`config.mk`:
```
export PLATFORM = sky130hd
export DESIGN_NAME = md_unit
export DESIGN_NICKNAME = d
export VERILOG_FILES = /design/src/rtl/md_unit.sv
export SDC_FILE = /design/constraint.sdc
export NUM_CORES = 1
export LEC_CHECK = 0
export BUFFER_PORTS_ARGS = -buffer_cell sky130_fd_sc_hd__buf_2
export CAP_MARGIN = 15
export CORE_UTILIZATION = 45
export DETAILED_ROUTE_END_ITERATION = 10
export PLACE_DENSITY = 0.59
export SLEW_MARGIN = 20
export SYNTH_ARGS = -nofsm -noshare
export SYNTH_HDL_FRONTEND = slang
export SYNTH_SLANG_ARGS = --single-unit
```
`constraint.sdc`:
```
create_clock -name clk_i -period 4 [get_ports clk_i]
set_clock_uncertainty 0.15 [all_clocks]
set_input_delay 0.8 -clock clk_i [delete_from_list [all_inputs] [get_ports clk_i]]
set_output_delay 0.8 -clock clk_i [all_outputs]
set_load 0.05 [all_outputs]
```
`src/rtl/md_unit.sv`:
```
// rtl/md_unit.sv - iterative multiply/divide unit with HI/LO registers
//
// Purpose: shift-add multiplier and restoring divider sharing one 2W-bit
// accumulator, one bit per cycle, with sign fix-up in a final cycle.
// MTHI/MTLO write HI/LO directly in a single cycle.
//
// Ports:
//   clk_i    clock, all state on the rising edge
//   rst_i    synchronous active-high reset
//   start_i  request strobe, accepted only while idle
//   op_i     000 MULT, 001 MULTU, 010 DIV, 011 DIVU, 100 MTHI, 101 MTLO
//   da_i     rs operand (multiplicand / dividend / MTHI-MTLO data)
//   db_i     rt operand (multiplier / divisor)
//   busy_o   high while a multiply or divide is in flight
//   done_o   one-cycle pulse after HI/LO take a mul/div result
//   hi_o     HI register
//   lo_o     LO register

module md_unit #(
  parameter int W = 32
) (
  input  logic         clk_i,
  input  logic         rst_i,
  input  logic         start_i,
  input  logic [2:0]   op_i,
  input  logic [W-1:0] da_i,
  input  logic [W-1:0] db_i,
  output logic         busy_o,
  output logic         done_o,
  output logic [W-1:0] hi_o,
  output logic [W-1:0] lo_o
);

  localparam int CW = $clog2(W) + 1;

  typedef enum logic [1:0] {
    S_IDLE,
    S_RUN,
    S_FIX
  } state_e;

  state_e         state_q, state_d;
  logic [CW-1:0]  cnt_q, cnt_d;
  logic [2*W-1:0] acc_q, acc_d;
  logic [W-1:0]   opb_q, opb_d;
  logic           is_div_q, is_div_d;
  logic           neg_res_q, neg_res_d;
  logic           neg_rem_q, neg_rem_d;
  logic           div0_q, div0_d;
  logic [W-1:0]   hi_q, hi_d;
  logic [W-1:0]   lo_q, lo_d;
  logic           done_q, done_d;

  // Accumulator layout is shared by both algorithms:
  //   multiply: {partial product high half, remaining multiplier bits}
  //   divide:   {partial remainder, remaining dividend bits / quotient bits}
  logic [W:0]     mul_sum;
  logic [2*W-1:0] mul_next;
  logic [W:0]     div_trial;
  logic [2*W-1:0] div_next;

  assign mul_sum  = {1'b0, acc_q[2*W-1:W]} + (acc_q[0] ? {1'b0, opb_q} : {(W+1){1'b0}});
  assign mul_next = {mul_sum, acc_q[W-1:1]};

  // Trial subtract of the divisor from the remainder with the next dividend
  // bit shifted in; bit W set means the trial went negative (restore).
  assign div_trial = {acc_q[2*W-1:W], acc_q[W-1]} - {1'b0, opb_q};
  assign div_next  = div_trial[W] ? {acc_q[2*W-2:0], 1'b0}
                                  : {div_trial[W-1:0], acc_q[W-2:0], 1'b1};

  logic           signed_op;
  logic [W-1:0]   abs_a, abs_b;
  logic [2*W-1:0] prod_fix;
  logic [W-1:0]   quo, rem;

  always_comb begin
    signed_op = (op_i == 3'b000) || (op_i == 3'b010);
    abs_a     = da_i[W-1] ? -da_i : da_i;
    abs_b     = db_i[W-1] ? -db_i : db_i;
    prod_fix  = neg_res_q ? -acc_q : acc_q;
    quo       = acc_q[W-1:0];
    rem       = acc_q[2*W-1:W];

    state_d   = state_q;
    cnt_d     = cnt_q;
    acc_d     = acc_q;
    opb_d     = opb_q;
    is_div_d  = is_div_q;
    neg_res_d = neg_res_q;
    neg_rem_d = neg_rem_q;
    div0_d    = div0_q;
    hi_d      = hi_q;
    lo_d      = lo_q;
    done_d    = 1'b0;

    case (state_q)
      S_IDLE: begin
        if (start_i) begin
          case (op_i)
            3'b000, 3'b001, 3'b010, 3'b011: begin
              state_d   = S_RUN;
              cnt_d     = '0;
              is_div_d  = op_i[1];
              acc_d     = {{W{1'b0}}, (signed_op ? abs_a : da_i)};
              opb_d     = signed_op ? abs_b : db_i;
              neg_res_d = signed_op && (da_i[W-1] ^ db_i[W-1]);
              neg_rem_d = signed_op && da_i[W-1];
              div0_d    = (db_i == '0);
            end
            3'b100:  hi_d = da_i;
            3'b101:  lo_d = da_i;
            default: ;
          endcase
        end
      end
      S_RUN: begin
        cnt_d = cnt_q + CW'(1);
        acc_d = is_div_q ? div_next : mul_next;
        if (cnt_q == CW'(W - 1)) begin
          state_d = S_FIX;
        end
      end
      S_FIX: begin
        if (is_div_q) begin
          // With a zero divisor the remainder path has shifted in |da|,
          // so the sign fix below returns da unchanged; only LO is forced.
          lo_d = div0_q ? {W{1'b1}} : (neg_res_q ? -quo : quo);
          hi_d = neg_rem_q ? -rem : rem;
        end else begin
          {hi_d, lo_d} = prod_fix;
        end
        done_d  = 1'b1;
        state_d = S_IDLE;
      end
      default: state_d = S_IDLE;
    endcase
  end

  always_ff @(posedge clk_i) begin
    if (rst_i) begin
      state_q   <= S_IDLE;
      cnt_q     <= '0;
      acc_q     <= '0;
      opb_q     <= '0;
      is_div_q  <= 1'b0;
      neg_res_q <= 1'b0;
      neg_rem_q <= 1'b0;
      div0_q    <= 1'b0;
      hi_q      <= '0;
      lo_q      <= '0;
      done_q    <= 1'b0;
    end else begin
      state_q   <= state_d;
      cnt_q     <= cnt_d;
      acc_q     <= acc_d;
      opb_q     <= opb_d;
      is_div_q  <= is_div_d;
      neg_res_q <= neg_res_d;
      neg_rem_q <= neg_rem_d;
      div0_q    <= div0_d;
      hi_q      <= hi_d;
      lo_q      <= lo_d;
      done_q    <= done_d;
    end
  end

  assign busy_o = (state_q != S_IDLE);
  assign done_o = done_q;
  assign hi_o   = hi_q;
  assign lo_o   = lo_q;

endmodule

```
==> impl_metrics.yaml <==
run_status:
  status: "complete, no violations"
route:
  avgViaCountPerCell: 6.01
  dr.pass1.iters: 6
  vias: 13900
  drc: 0
  dr.first_iter.drc_count: 1308
  drt_wl_total_um: 47000
  antenna_left: 0
  detail_route.wl_per_cell_um: 20.3
cells_and_area:
  drive_gt1_share_pct: 13.1
  antenna_cells: 0
  fin_util_pct: 51.9
  area_growth_pct: 12.7
  fin_cells: 2312
  layout.nets: 2051
yosys:
  ys_warn_count: 0
  ys_ff_latch: 173
  async_flop_share_pct: 0
  synth_edf_count: 0
  syn_inst: 1828
  synth_cell_types: 81
  yosysSeqAreaShare_pct: 25.2
  synthesis.area_um2: 13700
  syn_avg_cell_area_um2: 7.51
  syn_nets: 1969
  yosys_most_used_dff: "dfxtp_1"
clock_network:
  cts_tree: "built"
  root_buffer: "clkbuf_16"
  cts-htree-levels: 4
  path_clk_slew_ns: 0.08
  clock_latency_ns: 0.45
  cts_buffers: 17
  cts_buffer_depth: 2
  clkSinkCount: 173
grt:
  grt_usage_pct: 30.1
  grt_pass1_vias: 12900
  antenna_found_initial: 0
  grt_pass1_wl_um: 72400
  grt_max_degree: 92
  grt.overflow.total: 0
sta:
  finalSetupViolations: 0
  slew_violations: 0
  slew_headroom_pct: 33.4
  min_period_ns: 3.83
  tightest_slew_ns: 0.995
  final.setup.tns_ns: 0
  rsz0062_at_grt: "no"
  max_freq_mhz: 261
  timing.final.crit_share_pct: 95.7
  setup_slack_ns: 0.173
  final_hold_viol_count: 0
place:
  place_inst: 2278
  dp_worst_setup_slack_ns: 0.213
  gp_congestion: 0.956
  hpwl_um: 35500
  portBuffers: 135
worst_setup_path:
  crit_cells: 15
  crit_family: "compound AO/OA/AOI/OAI gates"
  r2r-start: "acc_q[31]$_SDFFE_PP0P_"
  path_max_fanout: 58
  required_ns: 4.24
  crit_chain: "inv_1 > ha_1 > fa_1 > nand2b_1 > a21oi_1 > o21a_1 > a21o_1 > nor3_2 > o21ai_1 > and4b_4 > nor3_4 > buf_12 > or2_1 > a311o_1 > a21oi_1"
  critPathLaunchType: "flip-flop"
  cp_slowest_stage_delay_ns: 0.40
  rrSetupSlack_ns: 0.17
  cp-end-kind: "flip-flop"
  slowest_stage: "dfxtp_1"
  ff2ff_path_depth: 15
  crit_type: "flip-flop to flip-flop"
  crit_buf_inv: 2
  worstReg2RegEnd: "acc_q[33]$_SDFFE_PP0P_"
  cp_common_cell: "a21oi_1"
  arrival_ns: 4.07
hold_path:
  worstHoldStart: "hi_o[0]$_SDFFE_PP0P_"
  hold_class: "flip-flop to flip-flop"
  hold_depth: 2
  min_to: "hi_o[0]$_SDFFE_PP0P_"
power_and_ir_drop:
  power_density_nw_per_um2: 310
  peakVddDrop_v: 0.000264
  p_leak_nw: 6.33
run:
  drv_cap: 0
floorplanning:
  die_y_um: 177
  dieArea_um2: 31200
  coreArea_um2: 29800
  die_w_um: 177
  num_rows: 63
  initial_core_util_pct: 46.1
  io_pins: 136
==> power by group <==
part | switching, mW | internal, mW
logic | 0.678 | 0.370
clock network | 0.760 | 1.10
registers | 0.0950 | 1.79
==> Yosys cell counts (4+ instances only) <==
library cell / instances / share of area, %
a2111oi_0: 8 / 0.51
a211o_1: 4 / 0.26
a211oi_1: 56 / 3.1
a21o_1: 23 / 1.3
a21oi_1: 169 / 6.2
a221o_1: 20 / 1.5
a221oi_1: 30 / 1.9
a22oi_1: 4 / 0.22
a311oi_1: 21 / 1.3
a31oi_1: 18 / 0.82
and2_1: 6 / 0.27
and3_1: 21 / 0.96
buf_1: 12 / 0.33
buf_2: 9 / 0.33
buf_6: 4 / 0.33
clkbuf_1: 95 / 2.6
dfxtp_1: 173 / 25
ha_1: 69 / 6.3
inv_1: 58 / 1.6
mux2i_1: 61 / 4.4
nand2_1: 159 / 4.3
nand2b_1: 22 / 1.0
nand3_1: 20 / 0.73
nand4_1: 12 / 0.55
nor2_1: 227 / 6.2
nor2b_1: 21 / 0.96
nor3_1: 42 / 1.5
nor4_1: 13 / 0.59
o211ai_1: 20 / 1.1
o21a_1: 8 / 0.44
o21ai_0: 113 / 4.1
o21ai_1: 13 / 0.47
o31ai_1: 24 / 1.3
o41ai_1: 9 / 0.57
or2_2: 7 / 0.32
or3_1: 18 / 0.82
or4_1: 11 / 0.60
xnor2_1: 68 / 4.3
xor2_1: 95 / 6.1
==> flip-flops by register name (all words and copies together), names as in the netlist <==
signal	flops
state_q	2
neg_res_q	1
done_o	1
hi_o	32
acc_q	64
div0_q	1
opb_q	32
neg_rem_q	1
cnt_q	6
is_div_q	1
lo_o	32
==> cell usage in the layout, fill, tap and decap left out, types with 17 or more instances in the layout <==
cell       synthesis  routed
nor3_1            42      41
a211oi_1          56      56
a221o_1           20      20
nor2_1           227     224
a311oi_1          21      21
inv_1             58      57
a31oi_1           18      18
ha_1              69      69
nand2_1          159     159
xnor2_1           68      68
and3_1            21      21
a21oi_1          169     168
nand2b_1          22      21
mux2i_1           61      61
dfxtp_1          173     171
a21o_1            23      23
o21ai_0          113     113
buf_2              9     134
a221oi_1          30      30
nand3_1           20      20
nor2b_1           21      19
or3_1             18      18
xor2_1            95      95
clkbuf_16          0      17
o211ai_1          20      20
o31ai_1           24      24
buf_4              0      48
==> area by class of cell <==
cell class	count	area [µm²]
inverter	58	221
multi-input combinational	1476	9600
fill	2996	14300
sequential	173	3470
clock inverter	9	159
clock buffer	22	474
tap	390	488
timing repair buffer	184	1070
==> kinds of logic (layout without fill, tap and decap cells) <==
logic type,after synthesis,after routing,share of synthesized area (%)
compound gates,573,573,27.1
xor+xnor,163,163,10.4
fa+ha+maj,71,71,6.58
buf+inv,179,273,5.20
flops,173,173,25.2
mux,61,61,4.45
simple gates,608,608,21.0
==> through the flow <==
stage               total power [mW]  area (µm²)  hold slack, ns
detailed placement              2.96       14800           0.302
global placement                2.95       14800           0.291
global route                    5.00       15500           0.330
CTS                             4.81       15400           0.310
floorplan                       2.63       13700           0.282
finish                          4.80       15500           0.307
==> worst max path at each step <==
| stage | start | to | slack (ns) |
|---|---|---|---|
| after global placement | acc_q[0]$_SDFFE_PP0P_ | acc_q[62]$_SDFFE_PP0P_ | 0.30 |
| after floorplan | acc_q[0]$_SDFFE_PP0P_ | acc_q[62]$_SDFFE_PP0P_ | 0.51 |
| after global routing | acc_q[31]$_SDFFE_PP0P_ | acc_q[56]$_SDFFE_PP0P_ | 0.003 |
| after detailed placement | acc_q[31]$_SDFFE_PP0P_ | acc_q[33]$_SDFFE_PP0P_ | 0.21 |
| after CTS | acc_q[31]$_SDFFE_PP0P_ | acc_q[33]$_SDFFE_PP0P_ | 0.21 |
| final | acc_q[31]$_SDFFE_PP0P_ | acc_q[33]$_SDFFE_PP0P_ | 0.17 |
==> tightest hold or removal path: stages (launching register included) <==
cell     delay [ns]
dfxtp_1        0.31
nand2_1        0.05
a21oi_1        0.05
==> timing repair <==
action,4_1_cts,5_1_grt
endpoints found under the setup margin,0,2
buffers inserted,0,3
gates resized for setup,0,2
hold buffers,0,0
==> metal layers <==
metal	global-route usage (%)	part of all wire (%)	vias up	wire length [µm]
li1	-	-	6796	-
met1	39.2	44	6493	20600
met2	48.2	46	500	21500
met3	4.53	5.8	99	2720
met4	15.3	4.7	0	2210
met5	0	0	-	0
Note: power is estimated with default switching activity, not from simulation.
